===== config.mk =====
export PLATFORM = sky130hd
export DESIGN_NAME = sva_stim_player_flat
export DESIGN_NICKNAME = d
export VERILOG_FILES = /design/src/rtl/sva_stim_player_if.sv /design/src/rtl/sva_stim_player.sv /design/src/flat_wrapper.sv
export SDC_FILE = /design/constraint.sdc
export NUM_CORES = 1
export LEC_CHECK = 0
export BUFFER_PORTS_ARGS = -buffer_cell sky130_fd_sc_hd__buf_4
export CORE_MARGIN = 1.5
export CORE_UTILIZATION = 58
export CTS_CLUSTER_SIZE = 28
export DETAILED_ROUTE_END_ITERATION = 6
export GPL_ROUTABILITY_DRIVEN = 1
export PLACE_DENSITY = 0.78
export SETUP_SLACK_MARGIN = 0.3
export SYNTH_ARGS = -nofsm -noshare
export SYNTH_HDL_FRONTEND = slang
export SYNTH_SLANG_ARGS = --single-unit

===== constraint.sdc =====
create_clock -name gclk -period 2.3 [get_ports gclk]
set_input_delay 0.115 -clock gclk [delete_from_list [all_inputs] [get_ports gclk]]
set_output_delay 0.115 -clock gclk [all_outputs]
set_load 0.02 [all_outputs]

===== src/rtl/sva_stim_player_if.sv =====
// rtl/sva_stim_player_if.sv - control/RAM-load/stimulus bundle for sva_stim_player (optional LFSR ports under SVA_STIM_LFSR_EN)
interface sva_stim_player_if #(
  parameter int SIG_W  = 3,
  parameter int DEPTH  = 16,
  parameter int AW     = $clog2(DEPTH),
  parameter int LOOP_W = 8
);
  logic              wr_en;
  logic [AW-1:0]     wr_addr;
  logic [SIG_W-1:0]  wr_data;
  logic              start;
  logic [AW:0]       len;
  logic [LOOP_W-1:0] loops;
  logic              pause;
  logic              stop;
`ifdef SVA_STIM_LFSR_EN
  logic              lfsr_mode;
  logic [15:0]       seed;
`endif
  logic [SIG_W-1:0]  sig;
  logic              sig_valid;
  logic              busy;
  logic              done;
  logic              cfg_err;
  logic [LOOP_W-1:0] loop_cnt;

  // Bench / controller side
  modport master (
    output wr_en, wr_addr, wr_data, start, len, loops, pause, stop,
`ifdef SVA_STIM_LFSR_EN
    output lfsr_mode, seed,
`endif
    input  sig, sig_valid, busy, done, cfg_err, loop_cnt
  );

  // Player side
  modport slave (
    input  wr_en, wr_addr, wr_data, start, len, loops, pause, stop,
`ifdef SVA_STIM_LFSR_EN
    input  lfsr_mode, seed,
`endif
    output sig, sig_valid, busy, done, cfg_err, loop_cnt
  );
endinterface


===== src/rtl/sva_stim_player.sv =====
// rtl/sva_stim_player.sv - pattern-RAM stimulus player for SVA checker inputs (optional LFSR scrambling under SVA_STIM_LFSR_EN)
module sva_stim_player #(
  parameter int SIG_W  = 3,
  parameter int DEPTH  = 16,
  parameter int AW     = $clog2(DEPTH),
  parameter int LOOP_W = 8
) (
  input  logic             gclk,
  input  logic             grst,
  sva_stim_player_if.slave bus
);

  localparam logic [AW:0] L_DEPTH = (AW+1)'(DEPTH);

  typedef enum logic [1:0] {S_IDLE, S_PLAY, S_PAUSED} state_t;

  state_t            r_state;
  state_t            w_state_nxt;

  logic [SIG_W-1:0]  r_mem [DEPTH];
  logic [AW-1:0]     r_rd_ptr;
  logic [AW-1:0]     r_last_ptr;
  logic [LOOP_W-1:0] r_loops;
  logic [LOOP_W-1:0] r_loop_cnt;
  logic              r_fin;
  logic [SIG_W-1:0]  r_sig;
  logic              r_sig_valid;
  logic              r_done;
  logic              r_cfg_err;

  logic              w_busy;
  logic              w_cfg_bad;
  logic              w_launch;
  logic              w_issue;
  logic              w_wrap;
  logic              w_last;
  logic [LOOP_W-1:0] w_cnt_inc;
  logic [SIG_W-1:0]  w_vec;

`ifdef SVA_STIM_LFSR_EN
  logic [15:0]       r_lfsr;
  logic              r_lfsr_mode;
  logic              w_lfsr_fb;

  // Fibonacci taps 16,14,13,11 in right-shift form
  assign w_lfsr_fb = r_lfsr[0] ^ r_lfsr[2] ^ r_lfsr[3] ^ r_lfsr[5];
  assign w_vec     = r_mem[r_rd_ptr] ^ (r_lfsr_mode ? r_lfsr[SIG_W-1:0] : '0);

  // LFSR seeds at launch and steps only when a vector is actually issued
  always_ff @(posedge gclk or posedge grst) begin
    if (grst) begin
      r_lfsr      <= 16'hACE1;
      r_lfsr_mode <= 1'b0;
    end else if (w_launch) begin
      r_lfsr      <= (bus.seed == 16'h0000) ? 16'hACE1 : bus.seed;
      r_lfsr_mode <= bus.lfsr_mode;
    end else if (w_issue) begin
      r_lfsr      <= {w_lfsr_fb, r_lfsr[15:1]};
    end
  end
`else
  assign w_vec = r_mem[r_rd_ptr];
`endif

  // Pattern RAM write port; out-of-range addresses only exist for non-power-of-2 depths
  generate
    if (DEPTH == (1 << AW)) begin : g_wr_pow2
      always_ff @(posedge gclk) begin
        if (bus.wr_en) r_mem[bus.wr_addr] <= bus.wr_data;
      end
    end else begin : g_wr_npow2
      always_ff @(posedge gclk) begin
        if (bus.wr_en && (int'(bus.wr_addr) < DEPTH)) r_mem[bus.wr_addr] <= bus.wr_data;
      end
    end
  endgenerate

  // State register
  always_ff @(posedge gclk or posedge grst) begin
    if (grst) r_state <= S_IDLE;
    else      r_state <= w_state_nxt;
  end

  // Next-state: stop beats completion beats pause
  always_comb begin
    w_state_nxt = r_state;
    case (r_state)
      S_IDLE: begin
        if (w_launch) w_state_nxt = S_PLAY;
      end
      S_PLAY, S_PAUSED: begin
        if (bus.stop || r_fin) w_state_nxt = S_IDLE;
        else if (bus.pause)    w_state_nxt = S_PAUSED;
        else                   w_state_nxt = S_PLAY;
      end
      default: w_state_nxt = S_IDLE;
    endcase
  end

  // Per-cycle control decodes; a vector is issued on any active, unpaused, non-final cycle
  always_comb begin
    w_busy    = (r_state != S_IDLE);
    w_cfg_bad = (bus.len == '0) || (bus.len > L_DEPTH);
    w_launch  = (r_state == S_IDLE) && bus.start && !w_cfg_bad;
    w_issue   = w_busy && !bus.stop && !r_fin && !bus.pause;
    w_wrap    = (r_rd_ptr == r_last_ptr);
    w_cnt_inc = r_loop_cnt + 1'b1;
    w_last    = w_issue && w_wrap && (r_loops != '0) && (w_cnt_inc == r_loops);
  end

  // Playback datapath: read pointer, loop counter and registered stimulus outputs
  always_ff @(posedge gclk or posedge grst) begin
    if (grst) begin
      r_rd_ptr    <= '0;
      r_last_ptr  <= '0;
      r_loops     <= '0;
      r_loop_cnt  <= '0;
      r_fin       <= 1'b0;
      r_sig       <= '0;
      r_sig_valid <= 1'b0;
      r_done      <= 1'b0;
      r_cfg_err   <= 1'b0;
    end else begin
      r_cfg_err   <= (r_state == S_IDLE) && bus.start && w_cfg_bad;
      r_done      <= w_busy && !bus.stop && r_fin;
      r_sig_valid <= w_issue;
      r_fin       <= w_last;
      if (w_launch) begin
        r_last_ptr <= AW'(bus.len - 1'b1);
        r_loops    <= bus.loops;
        r_rd_ptr   <= '0;
        r_loop_cnt <= '0;
      end
      if (w_issue) begin
        r_sig <= w_vec;
        if (w_wrap) begin
          r_rd_ptr   <= '0;
          r_loop_cnt <= w_cnt_inc;
        end else begin
          r_rd_ptr   <= r_rd_ptr + 1'b1;
        end
      end else if (w_busy && (w_state_nxt == S_IDLE)) begin
        r_sig <= '0;
      end
    end
  end

  assign bus.sig       = r_sig;
  assign bus.sig_valid = r_sig_valid;
  assign bus.busy      = w_busy;
  assign bus.done      = r_done;
  assign bus.cfg_err   = r_cfg_err;
  assign bus.loop_cnt  = r_loop_cnt;

endmodule


===== src/flat_wrapper.sv =====
// flat-port wrapper written by rule: the top's interface ports become plain ports
module sva_stim_player_flat 
#(
  parameter int SIG_W  = 3,
  parameter int DEPTH  = 16,
  parameter int AW     = $clog2(DEPTH),
  parameter int LOOP_W = 8
)
  (gclk, grst, bus_wr_en, bus_wr_addr, bus_wr_data, bus_start, bus_len, bus_loops, bus_pause, bus_stop, bus_sig, bus_sig_valid, bus_busy, bus_done, bus_cfg_err, bus_loop_cnt);
  sva_stim_player_if #(.SIG_W(SIG_W), .DEPTH(DEPTH), .AW(AW), .LOOP_W(LOOP_W)) bus_i ();
  input  logic gclk;
  input  logic grst;
  input wire logic [$bits(bus_i.wr_en)-1:0] bus_wr_en;
  input wire logic [$bits(bus_i.wr_addr)-1:0] bus_wr_addr;
  input wire logic [$bits(bus_i.wr_data)-1:0] bus_wr_data;
  input wire logic [$bits(bus_i.start)-1:0] bus_start;
  input wire logic [$bits(bus_i.len)-1:0] bus_len;
  input wire logic [$bits(bus_i.loops)-1:0] bus_loops;
  input wire logic [$bits(bus_i.pause)-1:0] bus_pause;
  input wire logic [$bits(bus_i.stop)-1:0] bus_stop;
  output wire logic [$bits(bus_i.sig)-1:0] bus_sig;
  output wire logic [$bits(bus_i.sig_valid)-1:0] bus_sig_valid;
  output wire logic [$bits(bus_i.busy)-1:0] bus_busy;
  output wire logic [$bits(bus_i.done)-1:0] bus_done;
  output wire logic [$bits(bus_i.cfg_err)-1:0] bus_cfg_err;
  output wire logic [$bits(bus_i.loop_cnt)-1:0] bus_loop_cnt;
  assign bus_i.wr_en = bus_wr_en;
  assign bus_i.wr_addr = bus_wr_addr;
  assign bus_i.wr_data = bus_wr_data;
  assign bus_i.start = bus_start;
  assign bus_i.len = bus_len;
  assign bus_i.loops = bus_loops;
  assign bus_i.pause = bus_pause;
  assign bus_i.stop = bus_stop;
  assign bus_sig = bus_i.sig;
  assign bus_sig_valid = bus_i.sig_valid;
  assign bus_busy = bus_i.busy;
  assign bus_done = bus_i.done;
  assign bus_cfg_err = bus_i.cfg_err;
  assign bus_loop_cnt = bus_i.loop_cnt;
  sva_stim_player #(.SIG_W(SIG_W), .DEPTH(DEPTH), .AW(AW), .LOOP_W(LOOP_W)) u_core (.gclk(gclk), .grst(grst), .bus(bus_i));
endmodule

* Word-level counts from Yosys, hierarchy flattened
Memory sizes are Yosys's and may differ from the RTL's.
Index checks and enable logic that the tools add are counted.
** Word-level totals
- Memories :: 1
- Bits of input ports :: 26
- Bits in latches :: 0
- Bits in registers :: 33
- Logic and storage cells :: 58
- Memory bits (read-only) :: 0
- Output and inout bits :: 15
- RAM bits :: 48
** Memories
- u_core.r_mem :: depth 16, bits a word 3, read ports 1, clocked after Yosys merged registers in 0, write ports 1, line sva_stim_player.sv:20 : logic [SIG_W-1:0] r_mem [DEPTH];
** Operators by class
- Multipliers :: 0
- Eq/ne operators :: 4
- Div/mod/pow operators :: 0
- Multiplexer cells :: 14
- Bitwise gates (word level) :: 0
- Add/sub/neg operators :: 3
- Magnitude comparators :: 1
- Shift operators :: 0
- Reductions and logical operators :: 25
** Operators by type and width (count)
- 2-to-1 mux 8 bit :: 3
- 2-to-1 mux 4 bit :: 3
- logical AND 1 bit :: 11
- adder 8 x 1 -> 8 bit, second input constant :: 1
- equality test 8 bit :: 1
- nonzero test 8 bit :: 1
- 2-to-1 mux 2 bit :: 3
- 2-to-1 mux 3 bit :: 2
- nonzero test 2 bit :: 3
- greater-than comparator 5 bit, second input constant :: 1
- logical NOT 5 bit :: 1
- adder 4 x 1 -> 4 bit, second input constant :: 1
- equality test 4 bit :: 1
- logical NOT 1 bit :: 4
- logical NOT 2 bit :: 2
- one-hot mux 2 bit (2 select lines) :: 1
- subtractor 4 x 1 -> 4 bit, second input constant :: 1
- equality test 2 x 1 -> 1 bit, second input constant :: 1
- equality test 2 bit, second input constant :: 1
- logical OR 1 bit :: 2
- 2-to-1 mux 1 bit :: 2
- OR reduction 2 bit :: 1

* Longest topological paths before layout
- Word-level depth :: 10
- Mapped depth :: 8
- Gate-level depth less buffers :: 8

* Worst setup path after synthesis
OpenSTA, ideal clock, no wires.
- Kind :: register to register
- Start :: register u_core.r_state[0]
- End :: register u_core.r_fin
- Library setup time :: 111 ps
- Cell stages (with the launch flop) :: 7
- Path buffers :: 0
- Data arrival time :: 1731 ps
- Path slack :: 458 ps
- Path through :: dfrtp_1 -> inv_1 -> ha_1 -> inv_1 -> nand3_2 -> or4_1 -> a2111oi_2
** Between the ends
- Word-level cells in the longest chain between the ends :: 7
** Ends and longest elaborated chain
- start, declared :: line sva_stim_player.sv:17 : state_t r_state;
- start signal, assigned :: line sva_stim_player.sv:81 : else r_state <= w_state_nxt;
- nonzero test 2 bit :: line sva_stim_player.sv:102 : w_busy = (r_state != S_IDLE);
- via bus_busy :: line flat_wrapper.sv:23 : output wire logic [$bits(bus_i.busy)-1:0] bus_busy;
- logical AND 1 bit (3 in a row) :: line sva_stim_player.sv:105 : w_issue = w_busy && !bus.stop && !r_fin && !bus.pause;
- logical AND 1 bit (3 in a row) :: line sva_stim_player.sv:108 : w_last = w_issue && w_wrap && (r_loops != '0) && (w_cnt_inc == r_loops);
- via u_core.w_last :: line sva_stim_player.sv:36 : logic w_last;
- end signal, assigned :: line sva_stim_player.sv:127 : r_fin <= w_last;
- end, declared :: line sva_stim_player.sv:25 : logic r_fin;
The timed path passes the listed nets, and every way through them passes these cells.
A chain may end at the register's enable or synchronous reset.

* Final worst setup path
- Start :: register u_core.r_state[0]
- End :: register u_core.r_fin
** Between the ends
- Word-level cells in the longest chain between the ends :: 7
** Ends and longest elaborated chain (line)
- nonzero test 2 bit :: sva_stim_player.sv:102
- logical AND 1 bit (3 in a row) :: sva_stim_player.sv:105
- logical AND 1 bit (3 in a row) :: sva_stim_player.sv:108
- via u_core.w_last :: sva_stim_player.sv:36
The timed path passes the listed nets, and every way through them passes these cells.

==> key figures <==
Run status
  • Status: completed

Drt
  • DR iter-0 viols: 193
  • Via Count: 2471
  • Final WL: 7730 um
  • WL/cell: roughly 19 um
  • ANT nets after route: 0
  • First-pass DRT Iterations: 4
  • Drt drc: 0
  • Via-per-instance ratio: 5.94

Logic synthesis
  • Post-synthesis cell type count: 54
  • Syn avg cell area: around 14 sq um
  • Count leader, synth: edfxtp_1
  • Area leader, netlist: edfxtp_1
  • Sequential area share after synthesis: 0.594
  • Synth Flop Type: edfxtp_1
  • Post-Syn Area: between 3000 and 4000 sq um
  • Synth Warn #: 0
  • Post-synth top area share: 0.378
  • FFs w/ async S/R, synth: 0.407
  • Post-Syn Nets: ~300
  • Synth Instances: roughly 280
  • EDFF count, synth: 48
  • Seq cells post-synth: 81
  • Area contributors post-synth: edfxtp_1, dfrtp_1, mux4_2
  • Post-synth top cells: edfxtp_1, dfrtp_1, nor3_1

STA
  • Worst-case hold slack: 0.0624 ns
  • Max Slew Vio Count: 0
  • Final Cycle Share: 0.809
  • Worst slew margin: 0.643
  • Final setup viols: 0
  • Final Hold Fails: 0
  • F_max: 0.537 GHz
  • Worst clock skew: 0.00556 ns
  • Slew @ Worst Pin: between 0.5 and 0.6 ns
  • RSZ-0062 raised after global routing: no
  • Min Tclk post-route: 1.86 ns
  • Setup TNS: 0 ns

Pwr
  • Static leakage: about 1.7 nW
  • Internal power: 2.88 mW
  • Pwr dens: 953 nW/um^2
  • Switching pwr: 1.39 mW
  • Clock share of power: 0.235
  • Sw frac: 0.325
  • Maximum VDD drop: ~0.00065 V
  • Sequential share of power: 0.452
  • Comb pwr share: 0.313

Place
  • Dpl cells: 389
  • Gp weighted congestion: 0.796
  • Dpl hpwl: between 5000 and 6000 um
  • Buffers on Ports: 40

Critical path
  • CP Max Fanout: 11
  • Crit path arrival time: 2.11 ns
  • CP required: roughly 2.6 ns
  • Critical path endpoint category: flop
  • Startpoint types: flop
  • CP Class: flop to flop

GRT
  • Largest net degree at the start of global routing: 34
  • GR peak layer: met2
  • Total grt overflow: 0
  • Met1 GRT Util: 0.299
  • Gr usage total: 0.237
  • First-pass GRT wire length: 12700 um
  • Antenna violations before repair: 0
  • Met3 usage: 0.0425
  • Met2 Usage GRT: 0.400
  • Vias in the first global route: 2567

Clocking
  • H-tree depth: 3
  • Post-CTS setup buffers: 0
  • Clk slew on worst S/H paths: 0.08 ns
  • Clk_lat worst skew: around 0.35 ns
  • Clock root cell: clkbuf_8
  • Clk buf depth: 2
  • CTS tree: built
  • Clock Sink Count: 81
  • CTS Buf Count: 9

Floorplanning
  • Die area: 7070 sq um
  • Die Y-Extent: 84.1 um
  • Die Span X: ~84 um
  • Initial Utilization: 0.601
  • FP Rows: 29
  • Core ar.: 6350 sq um
  • IO Count: 41

Cells and area
  • Diode count: 0
  • Core Util, Final: 0.706
  • Fillers: approximately 420
  • Share of layout cells above drive strength 1: 0.257
  • Layout Cells excl Fill: 416
  • Nets: 365
  • Layout area overhead: 17.6%

Worst hold path
  • Worst min-delay path category: primary input to flop

Run
  • Maxcap violations: 0
-- layout by cell type, fill, tap and decap left out, drive strengths merged, types with 5 or more instances in the layout --
cell and n:
buf 48, o21ai 10, dfrtp 33, clkbuf 10, edfxtp 48, nand2b 5
inv 12, ha 5, mux2 9, nor2 16, dlygate4sd3 11, nand3 8
nor3 17, mux4 11, mux2i 6, a221o 6, nand2 12, a21oi 7
xnor2 14
-- area by class of cell --
| class | instances | area (sq um) | share of cell area |
|---|---|---|---|
| sequential | 81 | 2270 | 0.506 |
| timing repair buffer | 59 | 470 | 0.105 |
| multi-input combinational | 171 | 1420 | 0.316 |
| inverter | 12 | 45.0 | 0.0100 |
| clock inverter | 6 | 58.8 | 0.0131 |
| tap | 77 | 96.3 | 0.0215 |
| clock buffer | 10 | 128 | 0.0285 |
-- routing by layer --
metal  vias up  wire, um
met5         -         0
met4         0       132
met3        12       320
met2        66      4100
met1      1228      3180
li1       1165         -
-- cells by family (layout without fill, tap and decap cells) --
kind of cell | count (synthesis) | after routing | share of synthesized area
AO/OA/AOI/OAI | 44 | 44 | 0.0866
XOR/XNOR | 17 | 17 | 0.0469
adder cells (fa/ha/maj) | 5 | 5 | 0.0164
buffers and inverters | 24 | 87 | 0.0374
flip-flops | 81 | 81 | 0.594
multiplexers | 26 | 26 | 0.107
AND/OR/NAND/NOR | 79 | 79 | 0.111
-- repair_timing --
item                                   in CTS  in global routing
endpoints found under the hold margin      43                  0
gates resized for setup                     0                  2
hold buffers                               11                  0
setup endpoints to repair                   0                  1
-- state kept, by name, indices dropped and copies added, names as in the netlist --
| register | flops |
|---|---|
| u_core.r_mem | 48 |
| u_core.bus.loop_cnt | 8 |
| u_core.r_loops | 8 |
| u_core.r_last_ptr | 4 |
| u_core.r_rd_ptr | 4 |
| u_core.bus.sig | 3 |
| u_core.r_state | 2 |
| u_core.bus.cfg_err | 1 |
| u_core.bus.done | 1 |
| u_core.bus.sig_valid | 1 |
| u_core.r_fin | 1 |
-- power groups by stage --
stage | clock network [mW] | registers, mW | logic [mW]
global placement | 0 | 1.95 | 1.28
global route | 1.06 | 1.95 | 1.45
finish | 1.00 | 1.93 | 1.34
CTS | 1.01 | 1.93 | 1.33
floorplan | 0 | 1.93 | 0.951
detailed placement | 0 | 1.95 | 1.31
-- through the flow --
stage                     area [sq um]  power (mW)  worst slack (ns)
after floorplan                   3810        2.89             0.458
after global placement            4170        3.23             0.472
after detailed placement          4170        3.27             0.410
after CTS                         4470        4.27             0.361
after global routing              4480        4.47             0.305
final                             4480        4.27             0.439
-- critical path: stages (launching register included) --
cell	delay, ns
dfrtp_1	0.37
inv_1	0.05
ha_1	0.26
inv_1	0.14
nand3_4	0.15
or4_1	0.57
a2111oi_2	0.22
-- worst paths after layout --
path	startpoint	end	slack (ns)	cells past startpoint
max	u_core.r_state[0]$_DFF_PP0_	u_core.r_fin$_DFF_PP0_	0.44	6
min	bus_pause	u_core.r_state[1]$_DFF_PP0_	0.06	3
max reg2reg	u_core.r_state[0]$_DFF_PP0_	u_core.r_fin$_DFF_PP0_	0.44	6
min reg2reg	u_core.bus.sig[0]$_DFFE_PP0P_	u_core.bus.sig[0]$_DFFE_PP0P_	0.52	1
max in group asynchronous	grst	u_core.r_last_ptr[1]$_DFFE_PP0P_	1.59	4
min in group asynchronous	grst	u_core.bus.loop_cnt[5]$_DFF_PP0_	0.40	4
(Power assumes the default switching activity.)
